## config.mk

```make
export PLATFORM = sky130hd
export DESIGN_NAME = ema_regbank
export DESIGN_NICKNAME = d
export VERILOG_FILES = /design/src/rtl/ema_regbank.sv
export SDC_FILE = /design/constraint.sdc
export NUM_CORES = 1
export LEC_CHECK = 0
export BUFFER_PORTS_ARGS = -buffer_cell sky130_fd_sc_hd__buf_2
export CAP_MARGIN = 0
export CORE_MARGIN = 2
export CORE_UTILIZATION = 51
export DETAILED_ROUTE_END_ITERATION = 12
export PLACE_DENSITY = 0.8
export SLEW_MARGIN = 20
export SYNTH_ARGS = -nofsm -noshare
export SYNTH_HDL_FRONTEND = slang
export SYNTH_SLANG_ARGS = --single-unit
```

## constraint.sdc

```tcl
create_clock -name clk -period 2.1 [get_ports clk]
set_input_delay 0 -clock clk [delete_from_list [all_inputs] [get_ports clk]]
set_output_delay 0 -clock clk [all_outputs]
set_load 0.05 [all_outputs]
```

## src/rtl/ema_regbank.sv

```systemverilog
// ema_regbank: EMA state registers, double-buffered alpha and ctrl/status.
// Shared cfg bus with registered readback; datapath has per-channel writes.
//
// Ports:
//   clk, rst_n     clock, async active-low reset
//   cfg_we         cfg write strobe
//   cfg_rd_en      cfg read strobe
//   cfg_addr       cfg address (shared by read and write)
//   cfg_data_in    cfg write data
//   cfg_rd_data    readback data, one cycle after cfg_rd_en
//   cfg_rd_valid   readback valid pulse
//   reg_we         per-channel datapath write strobe
//   reg_data_in    datapath data, ch i at [i*WIDTH +: WIDTH]
//   frame_start    frame boundary pulse (auto alpha commit)
//   reg_data_out   state registers, same packing
//   alpha_out      active alpha
//   collision_out  sticky cfg/datapath collision flag
module ema_regbank #(
  parameter int WIDTH = 16,
  parameter int N_CH = 3,
  parameter int ADDR_W = 8,
  parameter logic [ADDR_W-1:0] BASE_ADDR = 8'h10,
  parameter logic [ADDR_W-1:0] ALPHA_ADDR = 8'h20,
  parameter logic [ADDR_W-1:0] CTRL_ADDR = 8'h21,
  parameter logic [WIDTH-1:0] ALPHA_RST = 16'h0800
) (
  input  logic                    clk,
  input  logic                    rst_n,
  input  logic                    cfg_we,
  input  logic                    cfg_rd_en,
  input  logic [ADDR_W-1:0]       cfg_addr,
  input  logic [WIDTH-1:0]        cfg_data_in,
  output logic [WIDTH-1:0]        cfg_rd_data,
  output logic                    cfg_rd_valid,
  input  logic [N_CH-1:0]         reg_we,
  input  logic [N_CH*WIDTH-1:0]   reg_data_in,
  input  logic                    frame_start,
  output logic [N_CH*WIDTH-1:0]   reg_data_out,
  output logic [WIDTH-1:0]        alpha_out,
  output logic                    collision_out
);

  // One extra bit so BASE_ADDR+i never wraps onto a low address.
  localparam int AW1 = ADDR_W + 1;

  logic [N_CH-1:0][WIDTH-1:0] st_q;
  logic [WIDTH-1:0] shadow_q;
  logic [WIDTH-1:0] alpha_q;
  logic pending_q;
  logic coll_q;
  logic auto_q;
  logic [WIDTH-1:0] rd_data_q;
  logic rd_valid_q;

  logic [N_CH-1:0] hit_ch;
  logic [N_CH-1:0] wr_ch;
  logic hit_alpha;
  logic hit_ctrl;
  logic wr_alpha;
  logic wr_ctrl;
  logic commit;
  logic coll_set;
  logic coll_clr;
  logic [WIDTH-1:0] ctrl_rd;
  logic [WIDTH-1:0] rd_mux;

  always_comb begin
    hit_ch = '0;
    for (int i = 0; i < N_CH; i++) begin
      hit_ch[i] = ({1'b0, cfg_addr} ==
                   ({1'b0, BASE_ADDR} + AW1'(i)));
    end
  end

  assign hit_alpha = (cfg_addr == ALPHA_ADDR);
  assign hit_ctrl  = (cfg_addr == CTRL_ADDR);
  assign wr_ch     = hit_ch & {N_CH{cfg_we}};
  assign wr_alpha  = cfg_we & hit_alpha;
  assign wr_ctrl   = cfg_we & hit_ctrl;

  // Datapath owns the register on a same-cycle clash.
  assign coll_set = |(wr_ch & reg_we);
  assign coll_clr = wr_ctrl & cfg_data_in[1];

  assign commit = (wr_ctrl & cfg_data_in[0]) |
                  (frame_start & auto_q & pending_q);

  always_ff @(posedge clk or negedge rst_n) begin
    if (!rst_n) begin
      st_q <= '0;
    end else begin
      for (int i = 0; i < N_CH; i++) begin
        if (reg_we[i]) begin
          st_q[i] <= reg_data_in[i*WIDTH +: WIDTH];
        end else if (wr_ch[i]) begin
          st_q[i] <= cfg_data_in;
        end
      end
    end
  end

  // Commit copies the pre-edge shadow, so a same-cycle
  // shadow write lands afterwards and stays pending.
  always_ff @(posedge clk or negedge rst_n) begin
    if (!rst_n) begin
      shadow_q  <= ALPHA_RST;
      alpha_q   <= ALPHA_RST;
      pending_q <= 1'b0;
    end else begin
      if (wr_alpha) begin
        shadow_q <= cfg_data_in;
      end
      if (commit) begin
        alpha_q <= shadow_q;
      end
      if (wr_alpha) begin
        pending_q <= 1'b1;
      end else if (commit) begin
        pending_q <= 1'b0;
      end
    end
  end

  always_ff @(posedge clk or negedge rst_n) begin
    if (!rst_n) begin
      coll_q <= 1'b0;
      auto_q <= 1'b0;
    end else begin
      if (coll_set) begin
        coll_q <= 1'b1;
      end else if (coll_clr) begin
        coll_q <= 1'b0;
      end
      if (wr_ctrl) begin
        auto_q <= cfg_data_in[2];
      end
    end
  end

  always_comb begin
    ctrl_rd = '0;
    ctrl_rd[2:0] = {auto_q, coll_q, pending_q};
  end

  always_comb begin
    rd_mux = '0;
    unique case (1'b1)
      hit_alpha: rd_mux = shadow_q;
      hit_ctrl:  rd_mux = ctrl_rd;
      (|hit_ch): begin
        for (int i = 0; i < N_CH; i++) begin
          if (hit_ch[i]) begin
            rd_mux = st_q[i];
          end
        end
      end
      default:   rd_mux = '0;
    endcase
  end

  // Mux sees pre-edge state: read-during-write returns old data.
  always_ff @(posedge clk or negedge rst_n) begin
    if (!rst_n) begin
      rd_data_q  <= '0;
      rd_valid_q <= 1'b0;
    end else begin
      rd_valid_q <= cfg_rd_en;
      if (cfg_rd_en) begin
        rd_data_q <= rd_mux;
      end
    end
  end

  assign cfg_rd_data   = rd_data_q;
  assign cfg_rd_valid  = rd_valid_q;
  assign reg_data_out  = st_q;
  assign alpha_out     = alpha_q;
  assign collision_out = coll_q;

endmodule

```

# Word level (Yosys, flattened, before mapping)
# Index checks and enable logic that the tools add are counted.
op_classes:
  n_eq_ne: 5
  mux: 14
  bitwise: 9
  reduce_logical: 7
ops:
  columns: ["op", "count"]
  rows:
  - ["16-bit two-way mux", 9]
  - ["16-bit one-hot mux with 3 select lines", 1]
  - ["8-bit by 5-bit equality test with 1-bit output (second input constant)", 3]
  - ["8-bit by 6-bit equality test with 1-bit output (second input constant)", 2]
  - ["2-bit nonzero test", 5]
  - ["1-bit bitwise AND", 6]
  - ["3-bit bitwise AND", 2]
  - ["3-bit OR reduction", 2]
  - ["1-bit two-way mux", 4]
  - ["1-bit OR", 1]
word_totals:
  reg_bits: 100
  input_bits: 80
  output_inout_bits: 82
  word_cells: 45

# Depth between registers and ports, before layout
# Gate-level depths: netlist (run 1).
logic_depth:
  ltp_word: 6
  ltp_mapped: 6
  mapped_depth_nobuf: 4

# Least setup slack after synthesis (run 1)
# OpenSTA, ideal clock, no wires.
synth_path:
  path_type: "register to register"
  start: "register auto_q"
  end: "register alpha_q[10] (netlist: alpha_out[10])"
  setup_ns: 0.125
  t_arrival_ns: 1.473
  t_required_ns: 1.975
  path_slack_ns: 0.502
  stages_incl_launch_ff: 5
  path_buffers: 1
  synth_period_minus_slack_ns: 1.598
  path_cell_list: "dfrtp_1 -> and3_1 -> a41oi_2 -> buf_2 -> mux2_2"
synth_between:
  elab_chain_cells: 3
synth_rtl:
  columns: ["element", "line", "text"]
  rows:
  - ["from (decl)", "51", "logic auto_q;"]
  - ["from (signal assigned)", "135", "auto_q <= cfg_data_in[2];"]
  - ["1-bit bitwise AND (2 in series)", "86", "(frame_start & auto_q & pending_q);"]
  - ["1-bit OR", "85", "assign commit = (wr_ctrl & cfg_data_in[0]) |"]
  - ["to (signal assigned)", "114", "alpha_q <= shadow_q;"]
  - ["to (decl)", "48", "logic [WIDTH-1:0] alpha_q;"]
# Every way passes these cells.
# A chain may end at the register's enable or synchronous reset.

# Worst setup path after layout (run 1)
layout_path:
  start: "input port cfg_we"
  end: "register st_q (netlist bit reg_data_out[33])"
layout_between:
  elab_chain_cells: 2
layout_rtl:
  columns: ["element", "line", "text"]
  rows:
  - ["from (decl)", "29", "input logic cfg_we,"]
  - ["3-bit bitwise AND", "77", "assign wr_ch = hit_ch & {N_CH{cfg_we}};"]
  - ["2-bit nonzero test (no source line)", null, null]
  - ["to (signal, indexed assignment)", "94", "st_q[i] <= reg_data_in[i*WIDTH +: WIDTH];"]
  - ["to (signal, indexed assignment)", "96", "st_q[i] <= cfg_data_in;"]
  - ["to (decl)", "46", "logic [N_CH-1:0][WIDTH-1:0] st_q;"]
# Every way passes these cells.

==> results_dict.tcl, run 1 <==
set metrics [dict create \
    status "completed" \
    final_cell_mix "160 x buf_2, 98 x dfrtp_1, 79 x dlygate4sd3_1" \
    clkTransAtPathRegs_ps 110 \
    fin_tns_setup_ps 0 \
    die_h_um 102.6 \
    p_total_mw 4.573 \
    busiest_layer "met2" \
    min_path_type "input pin to flip-flop" \
    critPathKind "input pin to flip-flop" \
    grt_max_degree 51 \
    reg2regPathDepth 4 \
    overflow 0 \
    rows 35 \
    slowest_stage "dlygate4sd3_1" \
    cts_buffer_depth 2 \
    wl_per_cell_um 19.53 \
    core_mm2 0.009328 \
    min_period_ps 1840 \
    met3_usage_pct 5.559 \
    die_w_um 102.6 \
    yosys_warnings 0 \
    regToRegSetupSlack_ps 610 \
    dp_hpwl_mm 10.48 \
    final_core_util_pct 74.23 \
    finClkSkew_ps 11.58 \
    cts_resized 0 \
    critPathCaptureType "flip-flop" \
    irDropWorstVdd_v 0.0003596 \
    clk-insertion-delay-late_ps 370 \
    synth_area_mm2 0.004955 \
    synth_top_family_by_area "multiplexers" \
    routed_via_density 5.721 \
    place_area_mm2 0.005901 \
    antenna_found_initial 0 \
    port_buffers 161 \
    min_delay_path_depth 3 \
    final_cell_area_mm2 0.006924 \
    grtUsageMet2_pct 51.13 \
    synthXorXnorAreaFrac_pct 0 \
    swShare_pct 32.78 \
    grt_pass1_wl_mm 24.72 \
    ys_seq_area_share_pct 50.56 \
    synth_compound_area_share_pct 13.54 \
    relSlewSlack_pct 41.45 \
    crit_end "reg_data_out[33]$_DFFE_PN0P_" \
    start_kind "input pin" \
    synth_area_per_cell_um2 10.68 \
    cts_tree "yes" \
    vias 4754 \
    p_switching_mw 1.499 \
    synth-async-reset-ratio_pct 100.0 \
    slowest_delay_ps 600 \
    io_pins 162 \
    cts_buffers 9 \
    synth-edff-count 0 \
    synth.net_count 544 \
    yosys.area_share.simple_pct 13.48 \
    drt_iter0_markers 314 \
    root_buffer "clkbuf_8" \
    r2r-start "pending_q$_DFFE_PN0P_" \
    cp_max_fo 16 \
    route.detailed.drc 0 \
    synth_cell_types 32 \
    antenna_left 0 \
    initial_core_util_pct 53.12 \
    die_area_mm2 0.01052 \
    wl_mm 16.23 \
    muxShareOfSynthArea_pct 19.80 \
    final_cells 831 \
    rsz0062_at_grt "no" \
    arrival_ps 2110 \
    pre_cts_ws_ps 276.5 \
    drv_slew 0 \
    worstSetupStartpoint "cfg_we" \
    drv_cap 0 \
    cts.sinks 100 \
    leakagePower_nw 3.650 \
    p_int_mw 3.074 \
    synth-seq-cells 100 \
    seqPwrFrac_pct 46.6 \
    grt_pass1_vias 4778 \
    r2r-end "alpha_out[12]$_DFFE_PN0P_" \
    crit_required_ps 2370 \
    p_comb_share_pct 22.1 \
    final_common_cell "buf_2" \
    clock_power_share_pct 31.2 \
    cts_setup_buffers 0 \
    place_congestion 0.8911 \
    place_inst 735 \
    htree_levels 3 \
    whs_ps 120.0 \
    yosys.area_share.adder_pct 0 \
    fin_crit_sh_pct 87.60 \
    met1_usage_pct 40.86 \
    worst_pin_slew_ps 875.1 \
    drtPass1Iterations 6 \
    postSynthCellCount 464 \
    grt_use_total_pct 31.30 \
    setup_viol 0 \
    cpMostUsedCell "dlygate4sd3_1" \
    hold_viol_final 0 \
    worst_slack_ps 260.5 \
    area_growth_pct 39.75 \
    powerDensity_mw_per_mm2 660.4 \
    fin_nets 776 \
    synth_top_flop_cell "dfrtp_1" \
    drive_gt1_share_pct 35.38 \
    worstPathCellList "dlygate4sd3_1, buf_2, nand4_2, buf_4, mux2i_1, o21ai_0, dlygate4sd3_1" \
    clock.fmax_mhz 543.6 \
]
## state kept, by name, summed over array words and instances (netlist names)
name and count:
reg_data_out 48, alpha_out 16, cfg_rd_data 16, shadow_q 16, auto_q 1, cfg_rd_valid 1, collision_out 1, pending_q 1
## worst min path at each step
stage | start | to | slack, ps
floorplan | rst_n | alpha_out[0]$_DFFE_PN0P_ | -300
global placement | rst_n | reg_data_out[2]$_DFFE_PN0P_ | 60
detailed placement | rst_n | reg_data_out[34]$_DFFE_PN0P_ | 70
CTS | reg_we[1] | reg_data_out[18]$_DFFE_PN0P_ | 90
global route | cfg_addr[2] | auto_q$_DFFE_PN0N_ | 160
finish | reg_we[1] | reg_data_out[16]$_DFFE_PN0P_ | 120
## logic make-up (layout without fill, tap and decap cells)
kind of cell	after synthesis	count (layout)
flip-flops	100	100
AND/OR/NAND/NOR	131	131
buffers and inverters	32	269
AO/OA/AOI/OAI	107	107
multiplexers	94	94
other	0	1
## power by group through the flow
stage | Combinational [mW] | Clock (mW) | Sequential, mW
after floorplan | 0.222 | 0 | 2.47
after global placement | 0.845 | 0 | 2.16
after detailed placement | 0.860 | 0 | 2.16
after CTS | 0.984 | 1.44 | 2.13
after global routing | 1.07 | 1.51 | 2.14
final | 1.01 | 1.43 | 2.13
## worst max-delay path: cells and delay by family
family	cells	cell delay (ps)
AOI/OAI and AO/OA	1	120
muxes	1	260
and+or+nand+nor	1	100
buffers and inverters	4	1630
## synthesized netlist by cell type (2+ instances only)
cell type | n | share of area, %
nand2b_1 | 13 | 1.6
a31oi_1 | 13 | 1.6
buf_2 | 8 | 0.81
mux2i_1 | 62 | 13
dfrtp_1 | 98 | 49
dfstp_2 | 2 | 1.1
a22oi_1 | 6 | 0.91
o221a_2 | 13 | 3.0
mux2_2 | 32 | 7.3
clkbuf_1 | 22 | 1.7
nor2_1 | 16 | 1.2
nand2_1 | 65 | 4.9
nand3_2 | 3 | 0.61
or2_2 | 3 | 0.38
a22o_1 | 3 | 0.53
nor4b_2 | 2 | 0.61
o21ai_1 | 2 | 0.20
o21ai_0 | 68 | 6.9
and2_0 | 3 | 0.38
and2_1 | 13 | 1.6
nand3_1 | 6 | 0.61
## repair_timing
| action | 4_1_cts | 5_1_grt |
|---|---|---|
| endpoints found under the hold margin | 113 | 0 |
| hold buffers | 79 | 0 |
| endpoints found under the setup margin | 0 | 0 |
## layout make-up
class / instances / area, um^2
Timing Repair Buffer: 252 / 1702
Fill cell: 628 / 2404
Tap cell: 129 / 161.4
Clock inverter: 7 / 106.4
Sequential cell: 100 / 2505
Multi-Input combinational cell: 332 / 2320
Clock buffer: 9 / 123.9
Antenna cell: 1 / 2.502
Inverter: 1 / 3.754
## routing by layer
layer / share of wire (%) / up-vias
met3: 7.2 / 60
met2: 49 / 289
li1: - / 2122
met1: 40 / 2283
met4: 3.9 / 0
met5: 0 / -
Note: power is estimated with default switching activity, not from simulation.
==> run 2, diff against run 1 <==
BUFFER_PORTS_ARGS = -buffer_cell sky130_fd_sc_hd__clkbuf_2   (was -buffer_cell sky130_fd_sc_hd__buf_2)
==> results_dict.tcl, run 2 (synthesized netlist as in run 1, its figures left out) <==
set metrics [dict create \
    dp_hpwl_mm 10.11 \
    cp_top_family "buffers and inverters" \
    fin_tns_setup_ps 0 \
    fin_crit_sh_pct 90.42 \
    cp_max_fo 16 \
    cts_tree "yes" \
    p_comb_share_pct 22.5 \
    place_inst 733 \
    worstPathCellList "dlygate4sd3_1, clkbuf_2, nand3_2, buf_4, mux2i_1, o21ai_0, dlygate4sd3_1" \
    clock_power_share_pct 28.9 \
    antenna_left 0 \
    swShare_pct 33.02 \
    drt_iter0_markers 206 \
    grt_max_degree 61 \
    wl_per_cell_um 18.36 \
    final_common_cell "clkbuf_2" \
    clock.fmax_mhz 526.6 \
    final_core_util_pct 73.25 \
    cts_setup_buffers 0 \
    final_cell_mix "160 x clkbuf_2, 98 x dfrtp_1, 74 x dlygate4sd3_1" \
    finClkSkew_ps 9.873 \
    overflow 0 \
    cts_buffers 9 \
    htree_levels 3 \
    largest_register_ff_count 48 \
    drv_slew 0 \
    drive_gt1_share_pct 35.45 \
    seqPwrFrac_pct 48.6 \
    cpMostUsedCell "dlygate4sd3_1" \
    grt_pass1_wl_mm 23.18 \
    core_mm2 0.009328 \
    rsz0062_at_grt "no" \
    critPathCaptureType "flip-flop" \
    irDropWorstVdd_v 0.0004045 \
    clkTransAtPathRegs_ps 100 \
    slowest_delay_ps 610 \
    arrival_ps 2140 \
    initial_core_util_pct 53.12 \
    critPathBufInv 4 \
    postCtsHoldBufs 74 \
    slowest_stage "dlygate4sd3_1" \
    cts.sinks 100 \
    io_pins 162 \
    cts_resized 0 \
    antenna_cells 0 \
    route.detailed.drc 0 \
    cts_buffer_depth 2 \
    fin_nets 769 \
    setup_viol 0 \
    routed_via_density 5.524 \
    grt_pass1_vias 4436 \
    die_h_um 102.6 \
    crit_required_ps 2340 \
    root_buffer "clkbuf_8" \
    min_period_ps 1899 \
    place_congestion 0.9003 \
    drtPass1Iterations 5 \
    grt_use_total_pct 29.12 \
    min_path_type "input pin to flip-flop" \
    start_kind "input pin" \
    status "completed" \
    worst_pin_slew_ps 840.5 \
    wl_mm 15.11 \
    p_total_mw 4.387 \
    hold_viol_final 0 \
    die_w_um 102.6 \
    drv_cap 0 \
    critPathKind "input pin to flip-flop" \
    powerDensity_mw_per_mm2 642.1 \
    final_cells 823 \
    clk-insertion-delay-late_ps 360 \
    relSlewSlack_pct 43.76 \
    vias 4546 \
    die_area_mm2 0.01052 \
    rows 35 \
    p_switching_mw 1.449 \
    antenna_found_initial 0 \
    area_growth_pct 37.90 \
    p_int_mw 2.938 \
    leakagePower_nw 3.595 \
    whs_ps 30.44 \
    port_buffers 161 \
]
[run 2: cell types whose count changed in the layout (fill, tap and decap cells not counted)]
cell           change
clkinvlp_4         +1
clkinv_2           +1
clkbuf_2         +160
diode_2            -1
bufinv_16          -1
clkinv_4           -1
buf_4              -2
inv_8              +1
buf_2            -160
inv_6              -1
dlygate4sd3_1      -5
[run 2: worst reg2reg max path, stage by stage, from the launching register on]
cell     delay (ps)
dfrtp_1         430
and3_1          180
a41oi_2         150
buf_4           290
mux2_2          380
[run 2: through the flow]
stage	cell area [um^2]	setup slack (ps)
finish	6833	201.1
global route	6833	122.2
CTS	6833	332.5
detailed placement	5886	359.7
global placement	5886	434.9
floorplan	4955	502.4
[run 2: routing by layer]
metal  up-vias  track usage, %  wire length (um)
li1       2110               -                 -
met1      2168           39.87              6346
met2       229           47.11              7390
met3        39           4.136               884
met4         0           11.79               489
met5         -               0                 0
[run 2: path summary, 6_finish.rpt]
| path | start | end | slack [ps] | cells after the start |
|---|---|---|---|---|
| worst max register to register | pending_q$_DFFE_PN0P_ | alpha_out[1]$_DFFE_PN0P_ | 570 | 4 |
| max in group asynchronous | rst_n | cfg_rd_data[5]$_DFFE_PN0P_ | 1130 | 3 |
| min in group asynchronous | rst_n | reg_data_out[2]$_DFFE_PN0P_ | 250 | 2 |
| worst max-delay path | cfg_we | reg_data_out[10]$_DFFE_PN0P_ | 200 | 7 |
| worst min-delay path | cfg_addr[5] | collision_out$_DFFE_PN0P_ | 30 | 4 |
| worst min register to register | alpha_out[7]$_DFFE_PN0P_ | alpha_out[7]$_DFFE_PN0P_ | 510 | 1 |
[run 2: area by class of cell]
cell class	count	area (um^2)
Sequential cell	100	2505
Fill cell	666	2495
Multi-Input combinational cell	332	2320
Timing Repair Buffer	245	1637
Tap cell	129	161.4
Clock buffer	9	123.9
Clock inverter	7	82.58
Inverter	1	3.754
[run 2: power by group through the flow]
stage               Combinational (mW)  Clock [mW]  Sequential, mW
floorplan                        0.222           0            2.47
global placement                 0.839           0            2.16
detailed placement               0.851           0            2.16
CTS                              0.967        1.30            2.13
global route                      1.05        1.37            2.14
finish                           0.987        1.27            2.13
